**src/rtl/even_odd_pkg.sv**
```systemverilog
// Shared types and constants for the even_odd arbiter slice.
// Holds the FSM state encoding, the default data width and the
// helper that sizes requester index fields.
package even_odd_pkg;

    localparam int DEFAULT_W    = 32;
    localparam int DEFAULT_NREQ = 4;

    typedef enum logic [1:0] {
        ST_IDLE  = 2'd0,
        ST_START = 2'd1,
        ST_WAIT  = 2'd2,
        ST_RESP  = 2'd3
    } arb_state_e;

    // Index width for n requesters; never narrower than one bit.
    function automatic int id_w(input int n);
        return (n < 2) ? 1 : $clog2(n);
    endfunction

    localparam int DEFAULT_ID_W = id_w(DEFAULT_NREQ);

endpackage

```
**src/rtl/even_odd_rr_pick.sv**
```systemverilog
// Combinational round-robin picker.
// Finds the first set bit of req, searching upward from ptr and wrapping
// past NREQ-1 back to 0. Returns it one-hot (gnt), encoded (idx), and
// whether any request was present at all (any).
module even_odd_rr_pick
    import even_odd_pkg::*;
#(
    parameter int NREQ = DEFAULT_NREQ,
    localparam int IW  = id_w(NREQ)
) (
    input  logic [NREQ-1:0] req,
    input  logic [IW-1:0]   ptr,
    output logic [NREQ-1:0] gnt,
    output logic [IW-1:0]   idx,
    output logic            any
);

    // Walk the offsets from farthest to nearest so the nearest set bit wins.
    always_comb begin
        int          j;
        logic [IW-1:0] j_idx;
        j     = 0;
        j_idx = '0;
        idx   = '0;
        any   = |req;
        for (int k = NREQ - 1; k >= 0; k--) begin
            j     = (int'(ptr) + k) % NREQ;
            j_idx = IW'(j);
            if (req[j_idx]) begin
                idx = j_idx;
            end
        end
        gnt = any ? (NREQ'(1) << idx) : '0;
    end

endmodule

```
**src/rtl/even_odd_arbiter.sv**
```systemverilog
// Round-robin arbiter/sequencer sharing one even_odd core among NREQ clients.
// Grants one request at a time, runs the core's ap_ctrl_hs handshake,
// captures ap_return and hands it back on a valid/ready response channel.
// Optional watchdog: define EVEN_ODD_ARB_TIMEOUT_EN to abort a core run
// after TIMEOUT_CYC cycles with rsp_err=1 and rsp_data=0.
//
// Handshakes: a request transfers on the rising edge where req_valid[i] and
// req_ready[i] are both high; a response transfers on the rising edge where
// rsp_valid and rsp_ready are both high. A raised valid is held, with its
// payload stable, until that transfer edge.
module even_odd_arbiter
    import even_odd_pkg::*;
#(
    parameter int NREQ        = DEFAULT_NREQ,
    parameter int W           = DEFAULT_W,
    parameter int TIMEOUT_CYC = 1024,
    localparam int IW         = id_w(NREQ)
) (
    input  logic            ap_clk,
    input  logic            ap_rst_n,
    input  logic [NREQ-1:0] req_valid,
    output logic [NREQ-1:0] req_ready,
    input  logic [NREQ*W-1:0] req_s,
    input  logic [NREQ*W-1:0] req_e,
    output logic            rsp_valid,
    input  logic            rsp_ready,
    output logic [IW-1:0]   rsp_id,
    output logic [W-1:0]    rsp_data,
    output logic            rsp_err,
    output logic            core_start,
    output logic [W-1:0]    core_s,
    output logic [W-1:0]    core_e,
    input  logic            core_ready,
    input  logic            core_done,
    input  logic            core_idle,
    input  logic [W-1:0]    core_return,
    output logic            busy,
    output logic [1:0]      dbg_state
);

    localparam logic [1:0] IDLE  = ST_IDLE;
    localparam logic [1:0] START = ST_START;
    localparam logic [1:0] WAIT  = ST_WAIT;
    localparam logic [1:0] RESP  = ST_RESP;

    logic [1:0]      state;
    logic [IW-1:0]   rr_ptr;
    logic [NREQ-1:0] pick_gnt;
    logic [IW-1:0]   pick_idx;
    logic            pick_any;
    logic            grant_ok;
    logic            core_fin;
    logic            timeout_fire;
    logic            rsp_take;

    even_odd_rr_pick #(.NREQ(NREQ)) u_pick (
        .req (req_valid),
        .ptr (rr_ptr),
        .gnt (pick_gnt),
        .idx (pick_idx),
        .any (pick_any)
    );

    // A grant needs a waiting request, an idle FSM and an idle core.
    assign grant_ok = (state == IDLE) && pick_any && core_idle;
    // In START the result only counts once the core has taken the start.
    assign core_fin = ((state == START) && core_ready && core_done) ||
                      ((state == WAIT) && core_done);
    assign rsp_take = (state == RESP) && rsp_ready;

    // Accept is combinational; gated with reset so every output reads 0 in reset.
    assign req_ready  = grant_ok && ap_rst_n ? pick_gnt : '0;
    assign core_start = (state == START);
    assign rsp_valid  = (state == RESP);
    assign busy       = (state != IDLE);
    assign dbg_state  = state;

`ifdef EVEN_ODD_ARB_TIMEOUT_EN
    localparam int CW = $clog2(TIMEOUT_CYC + 1);
    logic [CW-1:0] wd_cnt;
    logic          err_q;

    assign timeout_fire = ((state == START) || (state == WAIT)) && !core_fin &&
                          (wd_cnt == CW'(TIMEOUT_CYC - 1));
    assign rsp_err      = err_q;

    // Watchdog: restarts on each grant, counts every cycle spent on the core.
    always_ff @(posedge ap_clk or negedge ap_rst_n) begin
        if (!ap_rst_n) begin
            wd_cnt <= '0;
        end else if (grant_ok) begin
            wd_cnt <= '0;
        end else if ((state == START) || (state == WAIT)) begin
            wd_cnt <= wd_cnt + 1'b1;
        end
    end

    // Error flag raised by a watchdog abort, dropped when the response is taken.
    always_ff @(posedge ap_clk or negedge ap_rst_n) begin
        if (!ap_rst_n) begin
            err_q <= 1'b0;
        end else if (timeout_fire) begin
            err_q <= 1'b1;
        end else if (rsp_take) begin
            err_q <= 1'b0;
        end
    end
`else
    assign timeout_fire = 1'b0;
    assign rsp_err      = 1'b0;
`endif

    // Sequencer: IDLE -> START -> (WAIT) -> RESP -> IDLE.
    always_ff @(posedge ap_clk or negedge ap_rst_n) begin
        if (!ap_rst_n) begin
            state <= IDLE;
        end else begin
            case (state)
                IDLE:    if (grant_ok) state <= START;
                START: begin
                    if (core_fin || timeout_fire) state <= RESP;
                    else if (core_ready)          state <= WAIT;
                end
                WAIT:    if (core_fin || timeout_fire) state <= RESP;
                RESP:    if (rsp_ready) state <= IDLE;
                default: state <= IDLE;
            endcase
        end
    end

    // Operands and owner id are latched on the grant and held until the next one.
    always_ff @(posedge ap_clk or negedge ap_rst_n) begin
        if (!ap_rst_n) begin
            core_s <= '0;
            core_e <= '0;
            rsp_id <= '0;
        end else if (grant_ok) begin
            core_s <= req_s[pick_idx*W +: W];
            core_e <= req_e[pick_idx*W +: W];
            rsp_id <= pick_idx;
        end
    end

    // Result capture; a watchdog abort returns zero.
    always_ff @(posedge ap_clk or negedge ap_rst_n) begin
        if (!ap_rst_n) begin
            rsp_data <= '0;
        end else if (core_fin) begin
            rsp_data <= core_return;
        end else if (timeout_fire) begin
            rsp_data <= '0;
        end
    end

    // Fairness pointer: the requester after the one just served goes first next.
    always_ff @(posedge ap_clk or negedge ap_rst_n) begin
        if (!ap_rst_n) begin
            rr_ptr <= '0;
        end else if (rsp_take) begin
            rr_ptr <= (rsp_id == IW'(NREQ - 1)) ? '0 : rsp_id + 1'b1;
        end
    end

endmodule

```
**config.mk**
```make
export PLATFORM = sky130hd
export DESIGN_NAME = even_odd_arbiter
export DESIGN_NICKNAME = d
export VERILOG_FILES = /design/src/rtl/even_odd_pkg.sv /design/src/rtl/even_odd_rr_pick.sv /design/src/rtl/even_odd_arbiter.sv
export SDC_FILE = /design/constraint.sdc
export NUM_CORES = 1
export LEC_CHECK = 0
export BUFFER_PORTS_ARGS = -buffer_cell sky130_fd_sc_hd__clkbuf_2
export CAP_MARGIN = 20
export CORE_AREA = 8 8 151 153
export DETAILED_ROUTE_END_ITERATION = 8
export DIE_AREA = 0 0 159 161
export HOLD_SLACK_MARGIN = 0.1
export SLEW_MARGIN = 20
export SYNTH_ARGS = -nofsm -noshare
export SYNTH_HDL_FRONTEND = slang
export SYNTH_SLANG_ARGS = --single-unit
```
**constraint.sdc**
```tcl
create_clock -name ap_clk -period 1.9 [get_ports ap_clk]
set_input_delay 0.095 -clock ap_clk [delete_from_list [all_inputs] [get_ports ap_clk]]
set_output_delay 0.095 -clock ap_clk [all_outputs]
set_load 0.1 [all_outputs]
```
==> results of run 1 <==
-- cells in the final DEF (no fill, tap or decap), drive strengths merged, types with 8 or more instances in the layout --
master	instances
a2111oi	64
a211oi	64
and3	65
buf	92
clkbuf	412
dfrtp	102
dlygate4sd3	121
inv	8
mux2	34
mux2i	65
nor2	70
-- per-stage QoR --
stage          hold WS (ps)  power (W)  std cells  area (um2)   util
6_report               88.8     0.0234       1414       12200  0.593
5_1_grt                99.0     0.0242       1414       12200  0.593
3_3_place_gp            193     0.0187       1233        9080  0.442
2_1_floorplan          -201     0.0156        565        6410      -
4_1_cts                 101     0.0225       1400       11400  0.557
3_5_place_dp            191     0.0189       1233        9080  0.442
-- synthesized netlist by cell type --
master	count	area, um2
clkbuf_1	26	97.6
nand4_1	1	6.26
o21ai_0	1	5.00
a2bb2oi_2	1	15.0
buf_4	7	52.6
a2111oi_2	34	510
a2111oi_0	30	263
nor2_1	70	263
a211oi_1	45	338
buf_2	20	100
mux2_2	33	372
o31ai_1	3	22.5
nand2_1	7	26.3
a211oi_2	19	238
mux2_1	1	11.3
conb_1	1	3.75
buf_6	4	45.0
o21ai_1	3	15.0
o221ai_1	1	8.76
and2b_1	1	7.51
and3_1	65	407
o311a_1	1	10.0
o21a_1	1	7.51
inv_1	5	18.8
o311ai_2	1	16.3
mux2i_1	65	651
a21o_1	3	22.5
nor2b_1	1	6.26
dfrtp_1	102	2550
nand3_1	1	5.00
buf_1	3	11.3
or2_1	1	6.26
ha_1	6	75.1
a21boi_1	2	15.0
-- power by group --
group | leakage [nW] | internal, W | switching (W) | total (W)
clock | 0.157 | 0.00107 | 0.00100 | 0.00207
combinational | 4.26 | 0.00463 | 0.0127 | 0.0174
sequential | 1.16 | 0.00329 | 0.000653 | 0.00394
total | 5.57 | 0.00899 | 0.0144 | 0.0234
-- how the worst max path moves through the flow --
| stage | startpoint | to | slack (ps) |
|---|---|---|---|
| 6_report | dbg_state[0] | req_ready[3] | -120 |
| 3_3_place_gp | rr_ptr[1] | core_e[14] | -60 |
| 4_1_cts | dbg_state[0] | req_ready[3] | -150 |
| 5_1_grt | rr_ptr[0] | req_ready[3] | -180 |
| 2_1_floorplan | dbg_state[1] | req_ready[1] | -340 |
| 3_5_place_dp | rr_ptr[1] | core_e[27] | -140 |
-- worst max-delay path, stage by stage (launching register included) --
cell and delay [ps]:
dfrtp_4 500, inv_4 70, ha_4 140, buf_6 100, o311a_4 220, nand4_1 100
buf_6 150, nor2_4 100, buf_12 180
-- flip-flops by register name, summed over array words and instances, names as in the netlist --
signal	count
core_e	32
core_s	32
dbg_state	2
rr_ptr	2
rsp_data	32
rsp_id	2
-- final cells by class --
cell class                 instances  area (um2)
fill                            1659        8370
timing repair buffer             617        4560
multi-input combinational        398        4370
sequential                       102        2560
tap                              275         344
clock buffer                       9         225
clock inverter                     7        97.6
inverter                           5        27.5
antenna                            1        2.50
-- cell families (layout without fill, tap and decap cells) --
kind of cell,after synthesis,in the layout,synth area share
other,1,2,0.000605
flip-flops,102,102,0.411
buffers and inverters,65,638,0.0524
AND/OR/NAND/NOR,147,147,0.117
adder cells (fa/ha/maj),6,6,0.0121
multiplexers,99,99,0.167
AO/OA/AOI/OAI,145,145,0.240
-- repair_timing --
action | in CTS | in global routing
gates resized for setup | 110 | 76
hold endpoints to repair | 181 | 3
cloned | 5 | 7
endpoints found under the setup margin | 48 | 71
setup buffers | 29 | 4
hold buffers | 118 | 3
pin swaps | 23 | 28
-- routing by layer --
layer  track usage  routed length (um)  vias up
li1              -                   -     3316
met1         0.240               11900     3534
met3        0.0560                1800       62
met2         0.397               16200      292
met4        0.0909                 960        2
met5             0                  11        -
==> flow_metrics.tcl, run 1 <==
set metrics [dict create \
    hold_end "core_e[30]" \
    cts_sinks 102 \
    max_freq_mhz 495 \
    setup_viol 41 \
    violations "setup timing" \
    irDropWorstVdd_mv 1.43 \
    timing.final.crit_share 1.06 \
    viasPerCell 5.10 \
    overflow 0 \
    rrSetupSlack_ps -90 \
    clockRootBuffer "clkbuf_16" \
    path_class "register to primary output" \
    synthCells 565 \
    required_ps 1800 \
    power_leakage_nw 5.57 \
    endpoint_kind "primary output" \
    holdCritStartpoint "req_e[30]" \
    rr_worst_depth 7 \
    initialDrtViolationCount 378 \
    die_h_um 161 \
    p_per_area_nw_per_um2 1920 \
    fp.coreArea_um2 20600 \
    cts_tree "yes" \
    fp.dieW_um 159 \
    critPathLaunchType "register" \
    worstPathArrival_ps 1920 \
    rsz0062_at_grt "true" \
    post-place-ws_ps -145 \
    antenna_found_initial 2 \
    holdPathStages 3 \
    ys_types 34 \
    drc 0 \
    crit_fanout 3 \
    ys_warn_count 0 \
    synth_fp_nets 869 \
    finalMaxSlewViolations 0 \
    drive_above_1_share 0.598 \
    final.setup.tns_ps -1600 \
    post-route-min-period_ps 2020 \
    wl_per_cell_um 21.8 \
    grt_pass1_wl_um 44700 \
    dp_hpwl_um 20000 \
    path_clk_slew_ps 80 \
    synthToLayoutAreaGrowth_pct 96.4 \
    grt_max_degree 43 \
    max_cap_viol_count 0 \
    clk_latency_ps 350 \
    grt_pass1_vias 8000 \
    ant_nets 0 \
    clockBufferDepth 2 \
    initial_utilization 0.302 \
    vias 7206 \
    ys_seq_elements 102 \
    synth_sequential_area_ratio 0.411 \
    hold_path_class "primary input to register" \
    rr_endpoint "core_s[15]" \
    routed_wl_um 30900 \
    syn_area_per_cell_um2 11.0 \
    dr.pass1.iters 4 \
    fin_skew_ps 11.0 \
    final_nets 1437 \
    cts_max_level 3 \
    final_hold_viol_count 0 \
    setup_ws_ps -120 \
    io_pins 406 \
    reg2reg_from "rr_ptr[0]" \
    gp_congestion 0.789 \
    track_usage 0.219 \
    rows 53 \
    dieArea_um2 25600 \
    maxSlewHeadroom 0.606 \
    portBuffers 404 \
    outcome "finished, violations left" \
    cts_made_buffers 9 \
    tightest_slew_ps 591 \
    syn_area_um2 6200 \
]
Note: power is estimated with default switching activity, not from simulation.
==> run 2: changes to the inputs <==
- SETUP_SLACK_MARGIN: default -> 0.1
==> flow_metrics.tcl, run 2 (synthesized netlist as in run 1, its figures left out) <==
set metrics [dict create \
    outcome "finished, violations left" \
    violations "setup timing" \
    path_class "register to primary output" \
    layout_commonest_cell "clkbuf_2" \
    worstPathArrival_ps 1920 \
    clk_latency_ps 350 \
    p_sw_w 0.0148 \
    power_w 0.0242 \
    post-place-ws_ps -133 \
    viasPerCell 5.13 \
    rsz0062_at_grt "true" \
    drive_above_1_share 0.602 \
    p_int_w 0.00936 \
    post-route-min-period_ps 2010 \
    wl_per_cell_um 22.9 \
    io_pins 406 \
    vias 7336 \
    switching_share 0.613 \
    die_h_um 161 \
    final_nets 1452 \
    dieArea_um2 25600 \
    drc 0 \
    cts_tree "yes" \
    finalMaxSlewViolations 0 \
    tightest_slew_ps 606 \
    max_freq_mhz 497 \
    cts_max_level 3 \
    fp.dieW_um 159 \
    critPathLaunchType "register" \
    ant_nets 0 \
    clockPowerShare 0.080 \
    rows 53 \
    fp.coreArea_um2 20600 \
    dr.pass1.iters 6 \
    hold_slack_ps 110 \
    layout.cells.non_filler 1429 \
    cts_sinks 102 \
    grt_max_degree 42 \
    portBuffers 404 \
    dp_cells 1234 \
    final_cell_mix "clkbuf_2, dlygate4sd3_1, dfrtp_1" \
    maxSlewHeadroom 0.598 \
    clockRootBuffer "clkbuf_16" \
    antenna_found_initial 1 \
    initial_utilization 0.302 \
    final_hold_viol_count 0 \
    largestRegisters "core_e: 32 flops, core_s: 32 flops, rsp_data: 32 flops" \
    power_leakage_nw 5.85 \
    irDropWorstVdd_mv 0.968 \
    grt_pass1_wl_um 46400 \
    dp_hpwl_um 20600 \
    endpoint_kind "primary output" \
    synthToLayoutAreaGrowth_pct 106 \
    clockBufferDepth 2 \
    track_usage 0.227 \
    max_cap_viol_count 0 \
    fin_skew_ps 9.64 \
    routed_wl_um 32700 \
    required_ps 1800 \
    setup_viol 27 \
    hold_path_class "primary input to register" \
    path_clk_slew_ps 80 \
    final.setup.tns_ps -1330 \
    setup_ws_ps -112 \
    p_per_area_nw_per_um2 1890 \
    combPwrFrac 0.754 \
    timing.final.crit_share 1.06 \
    overflow 0 \
    grt_pass1_vias 8062 \
    seqPwrFrac 0.166 \
    cts_made_buffers 9 \
    crit_fanout 5 \
    gp_congestion 0.827 \
    initialDrtViolationCount 416 \
]
-- run 2: cell count changes in the layout (fill, tap and decap cells not counted), sizes merged --
cell / change
clkinvlp: +1
bufinv: -1
clkbuf: +2
bufbuf: +1
buf: +3
dlygate4sd3: +9
-- run 2: power groups by stage --
stage               registers, W  logic, W  clock network (W)
CTS                      0.00393    0.0171            0.00200
floorplan                 0.0116   0.00404                  0
detailed placement       0.00396    0.0150                  0
finish                   0.00401    0.0182            0.00194
global placement         0.00393    0.0149                  0
global route             0.00414    0.0188            0.00205
-- run 2: what timing repair did --
action                     4_1_cts  5_1_grt
gates resized for setup        160       86
setup endpoints to repair      103      101
gates cloned                     8       13
hold buffers                   129        1
hold endpoints to repair       185        1
pin swaps                       56       27
setup buffers                   20       10
-- run 2: routing by layer --
metal  share of wire  vias up  global-route usage
li1                -     3351                   -
met5               0        -                   0
met1            0.38     3550               0.253
met3           0.066       80              0.0499
met2            0.52      355               0.412
met4           0.036        0              0.0948
-- run 2: layout make-up --
| cell class | instances | area (um2) |
|---|---|---|
| clock inverters | 7 | 77.6 |
| clock buffers | 9 | 225 |
| diodes | 1 | 2.50 |
| repair buffers | 632 | 4870 |
| inverters | 5 | 27.5 |
| well taps | 275 | 344 |
| flip-flops and latches | 102 | 2560 |
| fillers | 1612 | 7800 |
| multi-input cells | 398 | 4640 |
-- run 2: critical path, stage by stage (launching register included) --
cell	delay (ps)
dfrtp_2	450
a21boi_2	190
a2bb2oi_4	240
buf_12	130
nand4_1	100
buf_6	150
nor2_4	110
buf_12	180
-- run 2: worst paths after layout --
check	startpoint	to	slack [ps]	depth (start not counted)
worst max-delay path	rr_ptr[1]	req_ready[1]	-110	7
worst min-delay path	req_s[73]	core_s[9]	110	3
worst max register to register	rr_ptr[1]	core_s[0]	-90	8
worst min register to register	rsp_id[0]	rr_ptr[0]	510	1
max in group asynchronous	ap_rst_n	core_s[1]	1020	3
min in group asynchronous	ap_rst_n	rsp_data[13]	390	3
-- run 2: through the flow --
stage	util	area, um2
after floorplan	-	6450
after global placement	0.443	9100
after detailed placement	0.443	9100
after CTS	0.584	12000
after global routing	0.620	12800
final	0.620	12800
